===== config.mk =====
export PLATFORM = sky130hd
export DESIGN_NAME = hdmux4_arbiter
export DESIGN_NICKNAME = d
export VERILOG_FILES = /design/src/rtl/hdmux4_arbiter.sv
export SDC_FILE = /design/constraint.sdc
export NUM_CORES = 1
export LEC_CHECK = 0
export CAP_MARGIN = 20
export CORE_ASPECT_RATIO = 1.4
export CORE_UTILIZATION = 35
export CTS_CLUSTER_DIAMETER = 50
export DETAILED_ROUTE_END_ITERATION = 7
export GPL_TIMING_DRIVEN = 0
export HOLD_SLACK_MARGIN = 0.05
export PLACE_DENSITY = 0.61
export SLEW_MARGIN = 10
export SYNTH_ARGS = -nofsm -noshare
export SYNTH_HDL_FRONTEND = slang
export SYNTH_SLANG_ARGS = --single-unit

===== constraint.sdc =====
create_clock -name CK -period 5.3 [get_ports CK]
set_input_delay 1.06 -clock CK [delete_from_list [all_inputs] [get_ports CK]]
set_output_delay 1.06 -clock CK [all_outputs]
set_load 0.02 [all_outputs]

===== src/rtl/hdmux4_arbiter.sv =====
// hdmux4_arbiter
//   Round-robin arbiter and select sequencer for one shared 4:1 inverting
//   mux lane (Z = ~A[sel]). It drives the mux selects, inserts a settle gap
//   whenever the select changes, grants one requester at a time with a
//   bounded burst, and returns the re-inverted, registered mux output.
//
//   Optional build macro: HDMUX4_ARB_LOCK_EN adds the LOCK input. While LOCK
//   is high in OWN, the burst limit is suspended for the current owner.
//
// Ports:
//   CK      clock, rising edge
//   RN      synchronous active-low reset
//   LOCK    (HDMUX4_ARB_LOCK_EN only) hold the lane past MAX_BURST
//   REQ     level request per mux input A0..A3
//   GNT     one-hot registered grant
//   SL0/SL1 mux select bits
//   ZN      mux output (inverted data)
//   DOUT    registered ~ZN
//   DVALID  DOUT carries owner data
//   OWNER   current or most recent owner index
//   BUSY    arbiter not idle
module hdmux4_arbiter #(
  parameter int MAX_BURST  = 8,
  parameter int SETTLE_CYC = 1,
  parameter int CNT_W      = 8
) (
  input  logic       CK,
  input  logic       RN,
`ifdef HDMUX4_ARB_LOCK_EN
  input  logic       LOCK,
`endif
  input  logic [3:0] REQ,
  output logic [3:0] GNT,
  output logic       SL0,
  output logic       SL1,
  input  logic       ZN,
  output logic       DOUT,
  output logic       DVALID,
  output logic [1:0] OWNER,
  output logic       BUSY
);

  localparam logic [1:0] ST_IDLE   = 2'd0;
  localparam logic [1:0] ST_SETTLE = 2'd1;
  localparam logic [1:0] ST_OWN    = 2'd2;

  logic [1:0]       state_reg, state_next;
  logic [1:0]       ptr_reg, ptr_next;
  logic [1:0]       sel_reg, sel_next;
  logic [1:0]       owner_reg, owner_next;
  logic [3:0]       gnt_reg, gnt_next;
  logic [CNT_W-1:0] count_reg, count_next;
  logic [3:0]       timer_reg, timer_next;
  logic             dout_reg;
  logic             dvalid_reg;

  logic             lock_act;
  logic [1:0]       arb_ptr;
  logic [3:0]       rot_req;
  logic [1:0]       win_off;
  logic [1:0]       win;
  logic [3:0]       win_hot;
  logic [3:0]       own_hot;
  logic             own_req;
  logic             others_req;
  logic             burst_done;
  logic             start_arb;

`ifdef HDMUX4_ARB_LOCK_EN
  assign lock_act = LOCK;
`else
  assign lock_act = 1'b0;
`endif

  // Leaving OWN moves the pointer to the outgoing owner in the same cycle,
  // so the re-arbitration scans from owner_reg rather than ptr_reg.
  assign arb_ptr = (state_reg == ST_OWN) ? owner_reg : ptr_reg;

  // rot_req[k] is the request k+1 positions after the pointer.
  genvar gi;
  generate
    for (gi = 0; gi < 4; gi++) begin : g_rot
      localparam logic [1:0] OFFS = 2'(gi + 1);
      logic [1:0] idx;
      assign idx         = arb_ptr + OFFS;
      assign rot_req[gi] = REQ[idx];
      assign win_hot[gi] = (win == 2'(gi));
      assign own_hot[gi] = (owner_reg == 2'(gi));
    end
  endgenerate

  always_comb begin
    win_off = 2'd3;
    if (rot_req[0])      win_off = 2'd0;
    else if (rot_req[1]) win_off = 2'd1;
    else if (rot_req[2]) win_off = 2'd2;
  end

  assign win        = arb_ptr + win_off + 2'd1;
  assign own_req    = |(REQ & own_hot);
  assign others_req = |(REQ & ~own_hot);
  assign burst_done = (count_reg == CNT_W'(MAX_BURST));

  always_comb begin
    state_next = state_reg;
    ptr_next   = ptr_reg;
    sel_next   = sel_reg;
    owner_next = owner_reg;
    gnt_next   = gnt_reg;
    count_next = count_reg;
    timer_next = timer_reg;
    start_arb  = 1'b0;

    case (state_reg)
      ST_IDLE: begin
        start_arb = |REQ;
      end
      ST_SETTLE: begin
        gnt_next = 4'b0000;
        if (!own_req) begin
          // Requester gave up while the mux settled; pointer and select hold.
          state_next = ST_IDLE;
        end else if (timer_reg <= 4'd1) begin
          state_next = ST_OWN;
          gnt_next   = own_hot;
          count_next = CNT_W'(1);
        end else begin
          timer_next = timer_reg - 4'd1;
        end
      end
      ST_OWN: begin
        if (!own_req || (burst_done && others_req && !lock_act)) begin
          ptr_next   = owner_reg;
          gnt_next   = 4'b0000;
          state_next = ST_IDLE;
          start_arb  = |REQ;
        end else if (burst_done) begin
          // Sole requester restarts its burst; a locked owner saturates.
          count_next = lock_act ? count_reg : CNT_W'(1);
        end else begin
          count_next = count_reg + CNT_W'(1);
        end
      end
      default: begin
        state_next = ST_IDLE;
        gnt_next   = 4'b0000;
      end
    endcase

    // Shared arbitration step for IDLE and for the exit from OWN.
    if (start_arb) begin
      sel_next   = win;
      owner_next = win;
      if ((win == sel_reg) || (SETTLE_CYC == 0)) begin
        state_next = ST_OWN;
        gnt_next   = win_hot;
        count_next = CNT_W'(1);
      end else begin
        state_next = ST_SETTLE;
        gnt_next   = 4'b0000;
        timer_next = 4'(SETTLE_CYC);
      end
    end
  end

  always_ff @(posedge CK) begin
    if (!RN) begin
      state_reg  <= ST_IDLE;
      ptr_reg    <= 2'd3;
      sel_reg    <= 2'd0;
      owner_reg  <= 2'd0;
      gnt_reg    <= 4'b0000;
      count_reg  <= '0;
      timer_reg  <= 4'd0;
      dout_reg   <= 1'b0;
      dvalid_reg <= 1'b0;
    end else begin
      state_reg  <= state_next;
      ptr_reg    <= ptr_next;
      sel_reg    <= sel_next;
      owner_reg  <= owner_next;
      gnt_reg    <= gnt_next;
      count_reg  <= count_next;
      timer_reg  <= timer_next;
      dout_reg   <= ~ZN;
      dvalid_reg <= (state_reg == ST_OWN) && own_req;
    end
  end

  assign GNT    = gnt_reg;
  assign SL0    = sel_reg[0];
  assign SL1    = sel_reg[1];
  assign DOUT   = dout_reg;
  assign DVALID = dvalid_reg;
  assign OWNER  = owner_reg;
  assign BUSY   = (state_reg != ST_IDLE);

endmodule

**After elaboration in Yosys (flattened, before gate mapping)**

Cells that the tools add are included.

- Flip-flop bits (word level): 24
- Input port bits: 7
- Output and inout bits: 11
- Logic and storage cells: 86

- Add/sub/neg operators: 7
- Magnitude comparators: 4
- Equal/unequal tests: 13
- Mux-type cells: 36
- Bitwise operators: 4
- Reduce and logical (&&, ||, !) cells: 14

Operator list:

| cell | count |
|---|---|
| $mux W8 | 6 |
| $mux W4 | 10 |
| $mux W2 | 8 |
| $pmux W8 S2 | 1 |
| $pmux W4 S3 | 1 |
| $reduce_or A4 Y1 | 3 |
| $eq A2 B2 Y1 const B | 5 |
| $lt A2 B3 Y1 const B | 3 |
| $add A8 B1 Y8 const B | 1 |
| $and A4 B4 Y4 | 2 |
| $eq A8 B4 Y1 const B | 1 |
| $bmux W1 S2 | 3 |
| $eq A2 B1 Y1 const B | 3 |
| $logic_not A2 Y1 | 3 |
| $pmux W2 S3 | 1 |
| $mux W1 | 5 |
| $add A2 B1 Y2 const B | 2 |
| $add A2 B2 Y2 const B | 2 |
| $le A4 B1 Y1 const B | 1 |
| $ne A4 B4 Y1 const B | 1 |
| $not A4 Y4 | 1 |
| $reduce_and A2 Y1 | 2 |
| $sub A4 B1 Y4 const B | 1 |
| $ne A3 B2 Y1 const B | 1 |
| other kinds (10) | 11 |

**Depth between registers and ports, before layout**

- Depth in word-level cells: 13
- Mapped depth: 12
- Gate-level depth less buffers: 12

**Worst setup path after synthesis**

OpenSTA, ideal clock, no wires.

- Kind: in2reg
- Start: in REQ[3]
- End: reg state_reg[0]
- Library setup time: 0.058 ns
- Arrival: 2.851 ns
- Path slack: 2.390 ns
- Stages: 10
- Cell sequence: clkbuf_1 -> nand2_1 -> a21oi_1 -> a211oi_1 -> a21o_1 -> ha_1 -> xnor2_1 -> xnor3_1 -> a21oi_1 -> o21a_1

- Word-level cells in the longest chain between the ends: 10
- Elaborated cells on any way between the ends: 30
- Classes of those cells: add/sub (2); eq/ne (4); mux (15); bitwise (2); reduce/logical (7)

RTL lines:

| item | RTL line | text |
|---|---|---|
| from (decl) | 32 | `input logic [3:0] REQ,` |
| $bmux W1 S2 | 86 | `assign rot_req[gi] = REQ[idx];` |
| $mux W1 (not written as such) | 86 |  |
| $mux W1 | 96 | `else if (rot_req[2]) win_off = 2'd2;` |
| $mux W2 | 95 | `else if (rot_req[1]) win_off = 2'd1;` |
| $mux W2 | 94 | `if (rot_req[0]) win_off = 2'd0;` |
| $add A2 B2 Y2 | 99 | `assign win = arb_ptr + win_off + 2'd1;` |
| $add A2 B1 Y2 | 99 |  |
| $eq A2 B2 Y1 | 154 | `if ((win == sel_reg) \|\| (SETTLE_CYC == 0)) begin` |
| $mux W2 | 154 |  |
| $mux W2 | 151 | `if (start_arb) begin` |
| to (signal assigned) | 178 | `state_reg <= state_next;` |
| to (decl) | 47 | `logic [1:0] state_reg, state_next;` |

Parallel ways exist; a longest one is shown, timed or not. The select of a mux whose other input is x is not followed.
A chain may end at the register's enable or synchronous reset.

**Worst setup path after layout**

- Start: in REQ[0]
- End: reg timer_reg[0]

- Word-level cells in the longest chain between the ends: 10
- Elaborated cells on any way between the ends: 26
- Classes of those cells: add/sub (2); eq/ne (1); mux (15); bitwise (2); reduce/logical (6)

RTL lines:

| item | RTL line | text |
|---|---|---|
| $bmux W1 S2 | 86 |  |
| $mux W1 (not written as such) | 86 |  |
| $mux W1 | 96 |  |
| $mux W2 | 95 |  |
| $mux W2 | 94 |  |
| $add A2 B2 Y2 | 99 |  |
| $add A2 B1 Y2 | 99 |  |
| $eq A2 B2 Y1 | 154 |  |
| $mux W4 | 154 |  |
| $mux W4 * | 151 |  |
| to (signal assigned) | 184 | `timer_reg <= timer_next;` |
| to (decl) | 53 | `logic [3:0] timer_reg, timer_next;` |

Every way passes the cells marked *; elsewhere a longest branch is shown, timed or not. The select of a mux whose other input is x is not followed.

==> results.sh <==
export IMPL_outcome="finished, final reports clean"
export IMPL_grt_busiest_layer="met2"
export IMPL_cts_sinks=24
export IMPL_min_path_type="flip-flop to flip-flop"
export IMPL_power_density_nw_per_um2=494
export IMPL_maxSlewViolCount=0
export IMPL_setup_viol=0
export IMPL_worstPathRequired_ps=5520
export IMPL_finClkSkew_ps=1.51
export IMPL_ant_nets=0
export IMPL_ios=18
export IMPL_cts_tree="done"
export IMPL_ys_types=51
export IMPL_start_kind="input pin"
export IMPL_hold_buffers=0
export IMPL_die_h_um=83.1
export IMPL_yosys_area_top_type_share=0.292
export IMPL_grt_pass1_wl_um=6580
export IMPL_pre_cts_ws_ps=1750
export IMPL_synth_compound_area_frac=0.235
export IMPL_synth_area_leader_cell="dfxtp_1"
export IMPL_synthSimpleGateAreaFrac=0.247
export IMPL_regArea_um2=480
export IMPL_cts_buffers_inserted=3
export IMPL_cp_slowest_cell="clkdlybuf4s50_1"
export IMPL_drc=0
export IMPL_synth_top_family_by_area="simple AND/OR/NAND/NOR gates"
export IMPL_cts_buffer_depth=2
export IMPL_synth_area_um2=1650
export IMPL_rows=29
export IMPL_clockRootBuffer="clkbuf_8"
export IMPL_tns_ps=0
export IMPL_largest_register_ffs=8
export IMPL_multi_input_area_um2=1070
export IMPL_cellLeakagePower_nw=0.728
export IMPL_wirelength_um=3740
export IMPL_use_met1=0.208
export IMPL_layout_nets=236
export IMPL_port_buffers=16
export IMPL_period_minus_slack_ps=3290
export IMPL_die_area_um2=4980
export IMPL_switchingPower_mw=0.438
export IMPL_post_cts_buffers=0
export IMPL_setup_ws_ps=2010
export IMPL_maxCapViolations=0
export IMPL_cp_max_fo=7
export IMPL_first_global_vias=1467
export IMPL_grt_util_met2=0.284
export IMPL_synth_cells=200
export IMPL_grt_start_max_net_pins=14
export IMPL_htreeDepth=1
export IMPL_antenna_found_initial=0
export IMPL_drive_gt1_frac=0.109
export IMPL_clock_power_share=0.133
export IMPL_crit_arrival_ps=3510
export IMPL_crit_chain="clkdlybuf4s50_1, nor3b_1, nor2_1, a21o_1, ha_1, xnor2_1, xnor3_1, a21oi_1, o21a_1"
export IMPL_syn_nets=215
export IMPL_internal_power_mw=0.519
export IMPL_area_growth_pct=17.8
export IMPL_finalCritPeriodShare=0.621
export IMPL_power_mw=0.957
export IMPL_synth_seq_cells=24
export IMPL_irDropWorstVdd_uv=241
export IMPL_rsz0062_at_grt="no"
export IMPL_via_per_inst=5.34
export IMPL_critPathKind="input pin to flip-flop"
export IMPL_synth_edf_count=0
export IMPL_gp_congestion=0.825
export IMPL_worst_path_buf_inv=1
export IMPL_max_slew_margin=0.580
export IMPL_cts_resized_gates=0
export IMPL_critPathTopFamily="compound AO/OA/AOI/OAI gates"
export IMPL_yosys_top_cells_area="dfxtp_1 29%, ha_1 6.1%, nor2_1 4.8%"
export IMPL_end_kind="flip-flop"
export IMPL_diodes=0
export IMPL_max_slew_worst_pin_slew_ps=612
export IMPL_synthAdderAreaFrac=0.0608
export IMPL_start_util=0.363
export IMPL_drt_iter0_markers=21
export IMPL_cpPeakStageDelay_ps=610
export IMPL_p_comb_frac=0.612
export IMPL_place_hpwl_um=2780
export IMPL_asyncSetResetFlopFracSynth=0
export IMPL_wl_per_cell_um=13.3
export IMPL_seq_power_share=0.255
export IMPL_clk_pin_slew_ps=90
export IMPL_die_w_um=59.9
export IMPL_hold_violations=0
export IMPL_p_sw_frac=0.458
export IMPL_grt_total_usage=0.170
export IMPL_fmax_ghz=0.304
export IMPL_ys_warn_count=0
export IMPL_vias=1507
export IMPL_use_met3=0.0171
export IMPL_synthMuxAreaShare=0.0707
export IMPL_nFillCells=467
export IMPL_synth_xor_area_share=0.0350
export IMPL_synth_ff_type="dfxtp_1"
export IMPL_core_area_um2=4540
export IMPL_avgSynthCellArea_um2=8.23
export IMPL_grt_ovfl_total=0
export IMPL_drt_first_pass_iters=4
export IMPL_yosysSeqAreaShare=0.292
export IMPL_clk_latency_ps=270
[per-stage QoR]
stage	area [µm²]	cells	hold WS (ps)	utilization
after floorplan	1650	200	452	-
after global placement	1880	278	468	0.415
after detailed placement	1880	278	487	0.415
after CTS	1940	282	499	0.427
after global routing	1940	282	535	0.427
final	1940	282	499	0.427
[routing by layer]
layer  wire [µm]  vias to the layer above  share of wire
met4          92                        0          0.025
met3          69                        7          0.018
met5           0                        -              0
met2        1860                       21           0.50
li1            -                      762              -
met1        1710                      717           0.46
[power groups by stage]
stage | Sequential [mW] | Combinational (mW) | Clock (mW)
finish | 0.244 | 0.586 | 0.127
global route | 0.248 | 0.653 | 0.139
CTS | 0.244 | 0.587 | 0.133
detailed placement | 0.249 | 0.580 | 0
global placement | 0.248 | 0.579 | 0
floorplan | 0.265 | 0.410 | 0
[worst min-delay path, delay by kind of cell, from the launching register on]
family	cells	cell delay, ps
flip-flops	1	320
AO/OA/AOI/OAI	1	70
AND/OR/NAND/NOR	1	50
[cell type report]
type	instances	area share
multi-input cells	154	0.551
plain buffers	8	0.0232
well taps	62	0.0400
clock buffers	4	0.0284
repair buffers	16	0.0826
inverters	14	0.0271
flip-flops and latches	24	0.248
[logic make-up after synthesis]
group / after synthesis
buf+inv: 22
compound gates: 52
xor+xnor: 5
flops: 24
fa+ha+maj: 8
mux: 9
simple gates: 80
[path summary, 6_finish.rpt]
check | startpoint | to | slack (ps) | cells after the start
max | REQ[0] | timer_reg[0] | 2010 | 9
min | ptr_reg[1] | ptr_reg[1] | 500 | 2
max reg2reg | state_reg[0] | timer_reg[0] | 2150 | 12
min reg2reg | ptr_reg[1] | ptr_reg[1] | 500 | 2
[cell usage after synthesis (all sizes together), types with 4 or more instances]
cell	count
a211oi	4
a21oi	16
a31oi	4
buf	6
dfxtp	24
ha	8
inv	14
mux2i	7
nand2	17
nand3	9
nor2	21
nor3	8
nor4	5
o21ai	7
[layout by cell type, fill, tap and decap left out, types with 4 or more instances in the layout]
cell type / n
clkbuf_8: 4
nand3_1: 9
nand2_1: 17
clkdlybuf4s50_1: 16
nor4_1: 5
o21ai_0: 6
ha_1: 8
mux2i_1: 6
a21oi_1: 14
nor2_1: 21
a211oi_1: 4
dfxtp_1: 24
nor3_1: 7
inv_1: 14
Power figures use the tool's default switching activity.
